**src/rtl/lsu_lq_age.sv**
```systemverilog
// Age-ordered load queue: tracks loads from allocation to ROB retirement,
// replays missed loads oldest-first and flags loads hit by a retiring store.
module lsu_lq_age #(
  parameter int unsigned LQ_DEPTH      = 8,
  parameter int unsigned ADDR_WIDTH    = 32,
  parameter int unsigned TAG_WIDTH     = 6,
  parameter int unsigned MHQ_TAG_WIDTH = 2,
  localparam int unsigned SLOT_W       = $clog2(LQ_DEPTH)
) (
  input  logic                     clk,
  input  logic                     rst,
  input  logic                     i_flush,
  output logic                     o_full,
  output logic                     o_empty,
  output logic [SLOT_W:0]          o_count,
  input  logic                     i_alloc_en,
  input  logic [TAG_WIDTH-1:0]     i_alloc_tag,
  input  logic [ADDR_WIDTH-1:0]    i_alloc_addr,
  input  logic [1:0]               i_alloc_size,
  output logic [SLOT_W-1:0]        o_alloc_slot,
  output logic                     o_replay_valid,
  input  logic                     i_replay_ready,
  output logic [SLOT_W-1:0]        o_replay_slot,
  output logic [TAG_WIDTH-1:0]     o_replay_tag,
  output logic [ADDR_WIDTH-1:0]    o_replay_addr,
  output logic [1:0]               o_replay_size,
  input  logic                     i_update_en,
  input  logic [SLOT_W-1:0]        i_update_slot,
  input  logic                     i_update_retry,
  input  logic [MHQ_TAG_WIDTH-1:0] i_update_mhq_tag,
  input  logic                     i_mhq_fill_en,
  input  logic [MHQ_TAG_WIDTH-1:0] i_mhq_fill_tag,
  input  logic                     i_sq_retire_en,
  input  logic [ADDR_WIDTH-1:0]    i_sq_retire_addr,
  input  logic [1:0]               i_sq_retire_size,
  input  logic                     i_rob_retire_en,
  input  logic [TAG_WIDTH-1:0]     i_rob_retire_tag,
  output logic                     o_rob_retire_mis_speculated
);

  logic [LQ_DEPTH-1:0]      valid_q, valid_d;
  logic [LQ_DEPTH-1:0]      needs_q, needs_d;
  logic [LQ_DEPTH-1:0]      rdy_q, rdy_d;
  logic [LQ_DEPTH-1:0]      retry_q, retry_d;
  logic [LQ_DEPTH-1:0]      mis_q, mis_d;
  logic [ADDR_WIDTH-1:0]    addr_q [LQ_DEPTH];
  logic [ADDR_WIDTH-1:0]    addr_d [LQ_DEPTH];
  logic [1:0]               size_q [LQ_DEPTH];
  logic [1:0]               size_d [LQ_DEPTH];
  logic [TAG_WIDTH-1:0]     tag_q  [LQ_DEPTH];
  logic [TAG_WIDTH-1:0]     tag_d  [LQ_DEPTH];
  logic [MHQ_TAG_WIDTH-1:0] mhq_q  [LQ_DEPTH];
  logic [MHQ_TAG_WIDTH-1:0] mhq_d  [LQ_DEPTH];
  // older_q[j][k] set means entry j was allocated before entry k.
  logic [LQ_DEPTH-1:0]      older_q [LQ_DEPTH];
  logic [LQ_DEPTH-1:0]      older_d [LQ_DEPTH];
  logic                     hold_q, hold_d;
  logic [SLOT_W-1:0]        hold_slot_q, hold_slot_d;

  logic [LQ_DEPTH-1:0]      ready, is_oldest, st_ovl, ret_match;
  logic [SLOT_W-1:0]        oldest_slot, sel_slot, free_slot;
  logic [SLOT_W:0]          count;
  logic                     rep_valid, alloc_fire, xfer;

  // Half-open byte ranges compared with one extra bit so the top of memory does not wrap.
  function automatic logic overlaps(input logic [ADDR_WIDTH-1:0] a, input logic [1:0] s,
                                    input logic [ADDR_WIDTH-1:0] b, input logic [1:0] t);
    logic [ADDR_WIDTH:0] one, a_end, b_end;
    one   = {{ADDR_WIDTH{1'b0}}, 1'b1};
    a_end = {1'b0, a} + (one << s);
    b_end = {1'b0, b} + (one << t);
    return ({1'b0, a} < b_end) && ({1'b0, b} < a_end);
  endfunction

  always_comb begin
    ready       = valid_q & rdy_q;
    is_oldest   = '0;
    oldest_slot = '0;
    free_slot   = '0;
    count       = '0;
    for (int unsigned i = 0; i < LQ_DEPTH; i++) begin
      logic [LQ_DEPTH-1:0] col;
      col = '0;
      for (int unsigned j = 0; j < LQ_DEPTH; j++) col[j] = older_q[j][i];
      is_oldest[i] = ready[i] && ((ready & col) == '0);
      count = count + {{SLOT_W{1'b0}}, valid_q[i]};
    end
    for (int unsigned i = LQ_DEPTH; i > 0; i--) begin
      if (is_oldest[i-1]) oldest_slot = SLOT_W'(i-1);
      if (!valid_q[i-1])  free_slot   = SLOT_W'(i-1);
    end
    // A stalled presentation keeps its slot even if an older load wakes meanwhile.
    sel_slot  = (hold_q && ready[hold_slot_q]) ? hold_slot_q : oldest_slot;
    rep_valid = |ready;

    st_ovl    = '0;
    ret_match = '0;
    for (int unsigned i = 0; i < LQ_DEPTH; i++) begin
      st_ovl[i]    = i_sq_retire_en && valid_q[i] &&
                     overlaps(addr_q[i], size_q[i], i_sq_retire_addr, i_sq_retire_size);
      ret_match[i] = i_rob_retire_en && valid_q[i] && (tag_q[i] == i_rob_retire_tag);
    end
  end

  assign o_full         = &valid_q;
  assign o_empty        = ~|valid_q;
  assign o_count        = count;
  assign o_alloc_slot   = free_slot;
  assign o_replay_valid = rep_valid;
  assign o_replay_slot  = rep_valid ? sel_slot : '0;
  assign o_replay_tag   = rep_valid ? tag_q[sel_slot]  : '0;
  assign o_replay_addr  = rep_valid ? addr_q[sel_slot] : '0;
  assign o_replay_size  = rep_valid ? size_q[sel_slot] : '0;
  assign o_rob_retire_mis_speculated = |(ret_match & (mis_q | st_ovl));

  assign alloc_fire = i_alloc_en && !o_full;
  assign xfer       = rep_valid && i_replay_ready;

  always_comb begin
    valid_d     = valid_q;
    needs_d     = needs_q;
    rdy_d       = rdy_q;
    retry_d     = retry_q;
    mis_d       = mis_q;
    addr_d      = addr_q;
    size_d      = size_q;
    tag_d       = tag_q;
    mhq_d       = mhq_q;
    older_d     = older_q;
    hold_d      = rep_valid && !i_replay_ready;
    hold_slot_d = sel_slot;

    // Order matters: fill wakeup, then replay transfer, then update, then retire.
    for (int unsigned i = 0; i < LQ_DEPTH; i++) begin
      if (st_ovl[i]) mis_d[i] = 1'b1;
      if (i_mhq_fill_en && needs_q[i] && (retry_q[i] || (mhq_q[i] == i_mhq_fill_tag)))
        rdy_d[i] = 1'b1;
      if (xfer && (sel_slot == SLOT_W'(i))) begin
        rdy_d[i]   = 1'b0;
        needs_d[i] = 1'b0;
      end
      if (i_update_en && valid_q[i] && (i_update_slot == SLOT_W'(i))) begin
        needs_d[i] = 1'b1;
        retry_d[i] = i_update_retry;
        mhq_d[i]   = i_update_mhq_tag;
        rdy_d[i]   = i_mhq_fill_en && (i_update_retry || (i_update_mhq_tag == i_mhq_fill_tag));
      end
      if (ret_match[i]) begin
        valid_d[i] = 1'b0;
        needs_d[i] = 1'b0;
        rdy_d[i]   = 1'b0;
        mis_d[i]   = 1'b0;
      end
    end

    if (alloc_fire) begin
      valid_d[free_slot] = 1'b1;
      addr_d[free_slot]  = i_alloc_addr;
      size_d[free_slot]  = i_alloc_size;
      tag_d[free_slot]   = i_alloc_tag;
      needs_d[free_slot] = 1'b0;
      rdy_d[free_slot]   = 1'b0;
      mis_d[free_slot]   = 1'b0;
      for (int unsigned j = 0; j < LQ_DEPTH; j++) older_d[j][free_slot] = valid_q[j];
      older_d[free_slot] = '0;
    end

    if (i_flush) begin
      valid_d = '0;
      needs_d = '0;
      rdy_d   = '0;
      mis_d   = '0;
      hold_d  = 1'b0;
    end
  end

  always_ff @(posedge clk or posedge rst) begin
    if (rst) begin
      valid_q     <= '0;
      needs_q     <= '0;
      rdy_q       <= '0;
      retry_q     <= '0;
      mis_q       <= '0;
      addr_q      <= '{default: '0};
      size_q      <= '{default: '0};
      tag_q       <= '{default: '0};
      mhq_q       <= '{default: '0};
      older_q     <= '{default: '0};
      hold_q      <= 1'b0;
      hold_slot_q <= '0;
    end else begin
      valid_q     <= valid_d;
      needs_q     <= needs_d;
      rdy_q       <= rdy_d;
      retry_q     <= retry_d;
      mis_q       <= mis_d;
      addr_q      <= addr_d;
      size_q      <= size_d;
      tag_q       <= tag_d;
      mhq_q       <= mhq_d;
      older_q     <= older_d;
      hold_q      <= hold_d;
      hold_slot_q <= hold_slot_d;
    end
  end

endmodule

```
**config.mk**
```make
export PLATFORM = sky130hd
export DESIGN_NAME = lsu_lq_age
export DESIGN_NICKNAME = d
export VERILOG_FILES = /design/src/rtl/lsu_lq_age.sv
export SDC_FILE = /design/constraint.sdc
export NUM_CORES = 2
export LEC_CHECK = 0
export CAP_MARGIN = 10
export CORE_ASPECT_RATIO = 0.6
export CORE_MARGIN = 3
export CORE_UTILIZATION = 54
export CTS_CLUSTER_DIAMETER = 30
export CTS_CLUSTER_SIZE = 14
export DETAILED_ROUTE_END_ITERATION = 16
export PLACE_DENSITY = 0.78
export SYNTH_ARGS = -nofsm -noshare
export SYNTH_HDL_FRONTEND = slang
export SYNTH_SLANG_ARGS = --single-unit
export TNS_END_PERCENT = 50
```
**constraint.sdc**
```tcl
create_clock -name clk -period 16.6 [get_ports clk]
set_input_delay 1.66 -clock clk [delete_from_list [all_inputs] [get_ports clk]]
set_output_delay 1.66 -clock clk [all_outputs]
set_load 0.05 [all_outputs]
```
==> reports/summary.log <==
[outcome] outcome complete, no violations
[synth] FF+latch count, synth 444
[clock_network] number of buffers inserted during clock tree synthesis 82
[clock_network] clock edge transition at the registers on the reported setup and hold paths 60 ps
[detailed_routing] DR vias 36,400
[floorplanning] die area 0.0728 mm²
[synth] total number of yosys warnings 0
[clock_network] root buffer cell clkbuf_16
[clock_network] CTS tree done
[grt] largest net degree at the start of global routing 157
[critical_path] slowest stage delay, CP 1060 ps
[synth] sequential cell area fraction in the yosys report 0.296
[critical_path] kind of end point of the critical path output port
[timing] maximum clock frequency 94.8 MHz
[cells_and_area] synthesis-to-finish area growth 14.5%
[critical_path] peak fanout along the critical path 9
[pwr] LEAKAGE 19.9 nW
[critical_path] capturing point of the worst reg2reg path mis_q[2]
[synth] number of enable-type register cells in the synthesized netlist 0
[critical_path] length in cells of the worst reg-to-reg path 18
[timing] Setup-failing EPs final 0
[synth] Post-Synthesis Cell Area 0.0375 mm²
[detailed_routing] DRC violation total after the first TritonRoute iteration 5,682
[critical_path] Slowest cell on crit path a2111oi_0
[timing] Fin. Hold Viols 0
[placed_design] Routability Congestion 1.04
[pwr] Sw Pwr 1.38 mW
[clock_network] hold buffers post-CTS 0
[grt] total overflow reported by the global router 0
[detailed_routing] remaining antenna violation count after routing 0
[clock_network] clock sink total 444
[critical_path] Critical Setup Path Class in2out
[detailed_routing] total iterations of the first detailed-routing run 6
[placed_design] input/output buffers 150
[floorplanning] Horiz. Die Dim 346 µm
[critical_path] worst endpoint data arrival time 8890 ps
[grt] via count of the first global-routing pass 34,200
[pwr] Power Internal 2.61 mW
[timing] share of the clock period used by the worst path 0.636
[critical_path] Startpoint Class primary input
[run] total of max-cap violations 0
[timing] RSZ-0062 raised after global routing no
[synth] mean instance size in the synthesized netlist 8.64 µm²
[floorplanning] count of standard-cell rows 74
[hold_path] Hold Path Class reg2reg
[cells_and_area] Nets 5,131
[floorplanning] core area 0.0684 mm²
[pwr] switch share 0.345
[synth] primary flip-flop cell chosen by synthesis mapping dfrtp_1
[pwr] combinational share of power 0.214
[floorplanning] DIE HEIGHT 210 µm
[critical_path] cells traversed along the worst timing path clkdlybuf4s50_1, ha_1, fa_1, nand3_1, a2111oi_4, nand3_1, xor2_1, ha_1, nand4_1, a2111oi_0, o41ai_1, a211oi_1, a21oi_1, a2111oi_0, o21ai_1, clkdlybuf4s50_1
[hold_path] number of stages on the worst hold path 2
[pwr] VDD IR max 0.0000816 V
[timing] Final TNS setup 0 ps
[synth] asr flop ratio synth 1.00
[cells_and_area] fraction of final layout cells sized beyond drive strength 1 0.0998
[grt] All-Layer GR Usage 0.415
[hold_path] hold wc startpoint retry_q[7]
[synth] number of distinct library cells after synthesis 83
[pwr] part of the power in registers 0.350
[timing] worst slew pin tran 1260 ps
[placed_design] dpl hpwl 112,000 µm
[floorplanning] number of primary I/O pins 151
[hold_path] hold-critical path endpoint retry_q[7]
[clock_network] setup fix buffers added after clock tree synthesis 0
[timing] max-slew violation count 0
[detailed_routing] Vias per Instance 6.67
[grt] global-route wire length before repair 226,000 µm
[clock_network] clock latency of the later-clocked register in the worst-skew pair 690 ps
[synth] Cells after Synth 4,347
[pwr] clock share of power 0.436
[pwr] power per unit of standard cell area 92.9 mW/mm²
[timing] shortest clock period the worst path allows after layout 10,550 ps
[timing] normalized max-slew margin 0.156
[detailed_routing] detail-routed net length per standard cell 28.2 µm
[grt] number of antenna violations at the first check in global routing 6
[critical_path] data required time of the critical path 14,940 ps
[cells_and_area] # fillers 5,711
[clock_network] number of resized instances in the post-cts repair step 0
[detailed_routing] DRC violation count after routing 0
[clock_network] number of buffers between clock root and the deepest sink 3
[critical_path] reg2reg start size_q[10]
[pwr] Power, Total 3.99 mW
[synth] total nets after synthesis 4,994
[detailed_routing] aggregate routed wire length 154,000 µm
[timing] Max Clock Skew 30.2 ps
[clock_network] CTS H-Tree Depth 3
[critical_path] FF-to-FF setup slack 10,390 ps
[floorplanning] initial standard-cell utilization of the core 0.549
[kinds of logic after synthesis]
family | share of synthesized area
AO/OA/AOI/OAI | 0.125
XOR/XNOR | 0.0786
adder cells (fa/ha/maj) | 0.186
buffers and inverters | 0.0243
flip-flops | 0.296
multiplexers | 0.0669
AND/OR/NAND/NOR | 0.223
[cell usage in the layout, fill, tap and decap left out, types with 41 or more instances in the layout]
cell	Yosys	final
nor3_1	44	42
nor2_1	202	194
o21ai_0	103	103
nor2b_1	53	53
ha_1	537	537
buf_4	2	65
a21o_1	93	93
and3_1	62	62
nand2_1	965	960
inv_1	56	55
and4_1	41	41
xor2_1	194	194
clkdlybuf4s50_1	0	150
xnor2_1	143	143
or4_1	45	45
clkbuf_16	0	82
dfrtp_1	444	444
a21oi_1	362	362
mux2_2	206	206
nand3_1	158	158
nand4_1	127	127
[metrics by stage]
step | hold slack (ps) | setup WS, ps | util | cells | cell area, µm²
finish | 479 | 6050 | 0.628 | 5463 | 43000
global route | 494 | 6030 | 0.628 | 5462 | 43000
CTS | 481 | 6420 | 0.628 | 5462 | 43000
detailed placement | 466 | 6430 | 0.586 | 5312 | 40100
global placement | 460 | 6530 | 0.586 | 5312 | 40100
floorplan | 439 | 2570 | - | 4347 | 37500
[sequential cells by signal (all words and copies together), names as in the netlist]
| name | flops |
|---|---|
| addr_q | 256 |
| older_q | 64 |
| tag_q | 48 |
| mhq_q | 16 |
| size_q | 16 |
| mis_q | 8 |
| needs_q | 8 |
| rdy_q | 8 |
| retry_q | 8 |
| valid_q | 8 |
| hold_slot_q | 3 |
| hold_q | 1 |
[metal layers]
metal	vias up	wire, µm	GRT usage
met4	12	4570	0.120
met5	-	139	0.00574
met2	2671	58400	0.543
li1	15900	-	-
met3	359	26300	0.182
met1	17500	64600	0.607
[worst max path at each step]
stage / from / endpoint / slack [ps] / cells past startpoint
floorplan: rst / addr_q[0] / 2570 / 1
global placement: i_sq_retire_addr[0] / o_rob_retire_mis_speculated / 6530 / 18
detailed placement: i_sq_retire_addr[0] / o_rob_retire_mis_speculated / 6430 / 18
CTS: i_sq_retire_addr[0] / o_rob_retire_mis_speculated / 6420 / 18
global route: i_sq_retire_addr[0] / o_rob_retire_mis_speculated / 6030 / 18
finish: i_sq_retire_addr[0] / o_rob_retire_mis_speculated / 6050 / 16
[synth_stat cells (29+ instances only)]
master    count  area [µm²]
a211oi_1     34         255
a21o_1       93         698
a21oi_1     362        1810
and2_1       29         181
and3_1       62         388
and4_1       41         359
buf_2        48         240
clkbuf_1     89         334
dfrtp_1     444       11100
ha_1        537        6720
inv_1        56         210
mux2_2      206        2320
nand2_1     965        3620
nand3_1     158         791
nand4_1     127         795
nor2_1      202         758
nor2b_1      53         332
nor3_1       44         220
o21ai_0     103         515
or4_1        45         338
xnor2_1     143        1250
xor2_1      194        1700
[power groups by stage]
stage	sequential, mW	combinational [mW]	clock (mW)
floorplan	1.28	0.561	0
global placement	1.39	0.800	0
detailed placement	1.39	0.820	0
CTS	1.38	0.830	1.74
finish	1.40	0.855	1.74
global route	1.40	0.943	1.80
[final cells by class]
cell class / instances / area [µm²] / area share
multi-input cells: 3681 / 25600 / 0.596
diodes: 1 / 2.50 / 0.0000582
flip-flops and latches: 444 / 11100 / 0.259
repair buffers: 216 / 2010 / 0.0468
clock buffers: 98 / 2190 / 0.0510
inverters: 59 / 234 / 0.00544
clock inverters: 52 / 662 / 0.0154
well taps: 912 / 1140 / 0.0266
[critical path, delay by kind of cell]
kind                       cells  cell delay (ps)
buffers and inverters          2             1470
xor gates and xnor gates       1              760
AOI/OAI and AO/OA              7             3650
and+or+nand+nor                3              550
adders and majority gates      3              760
(Power assumes the default switching activity.)
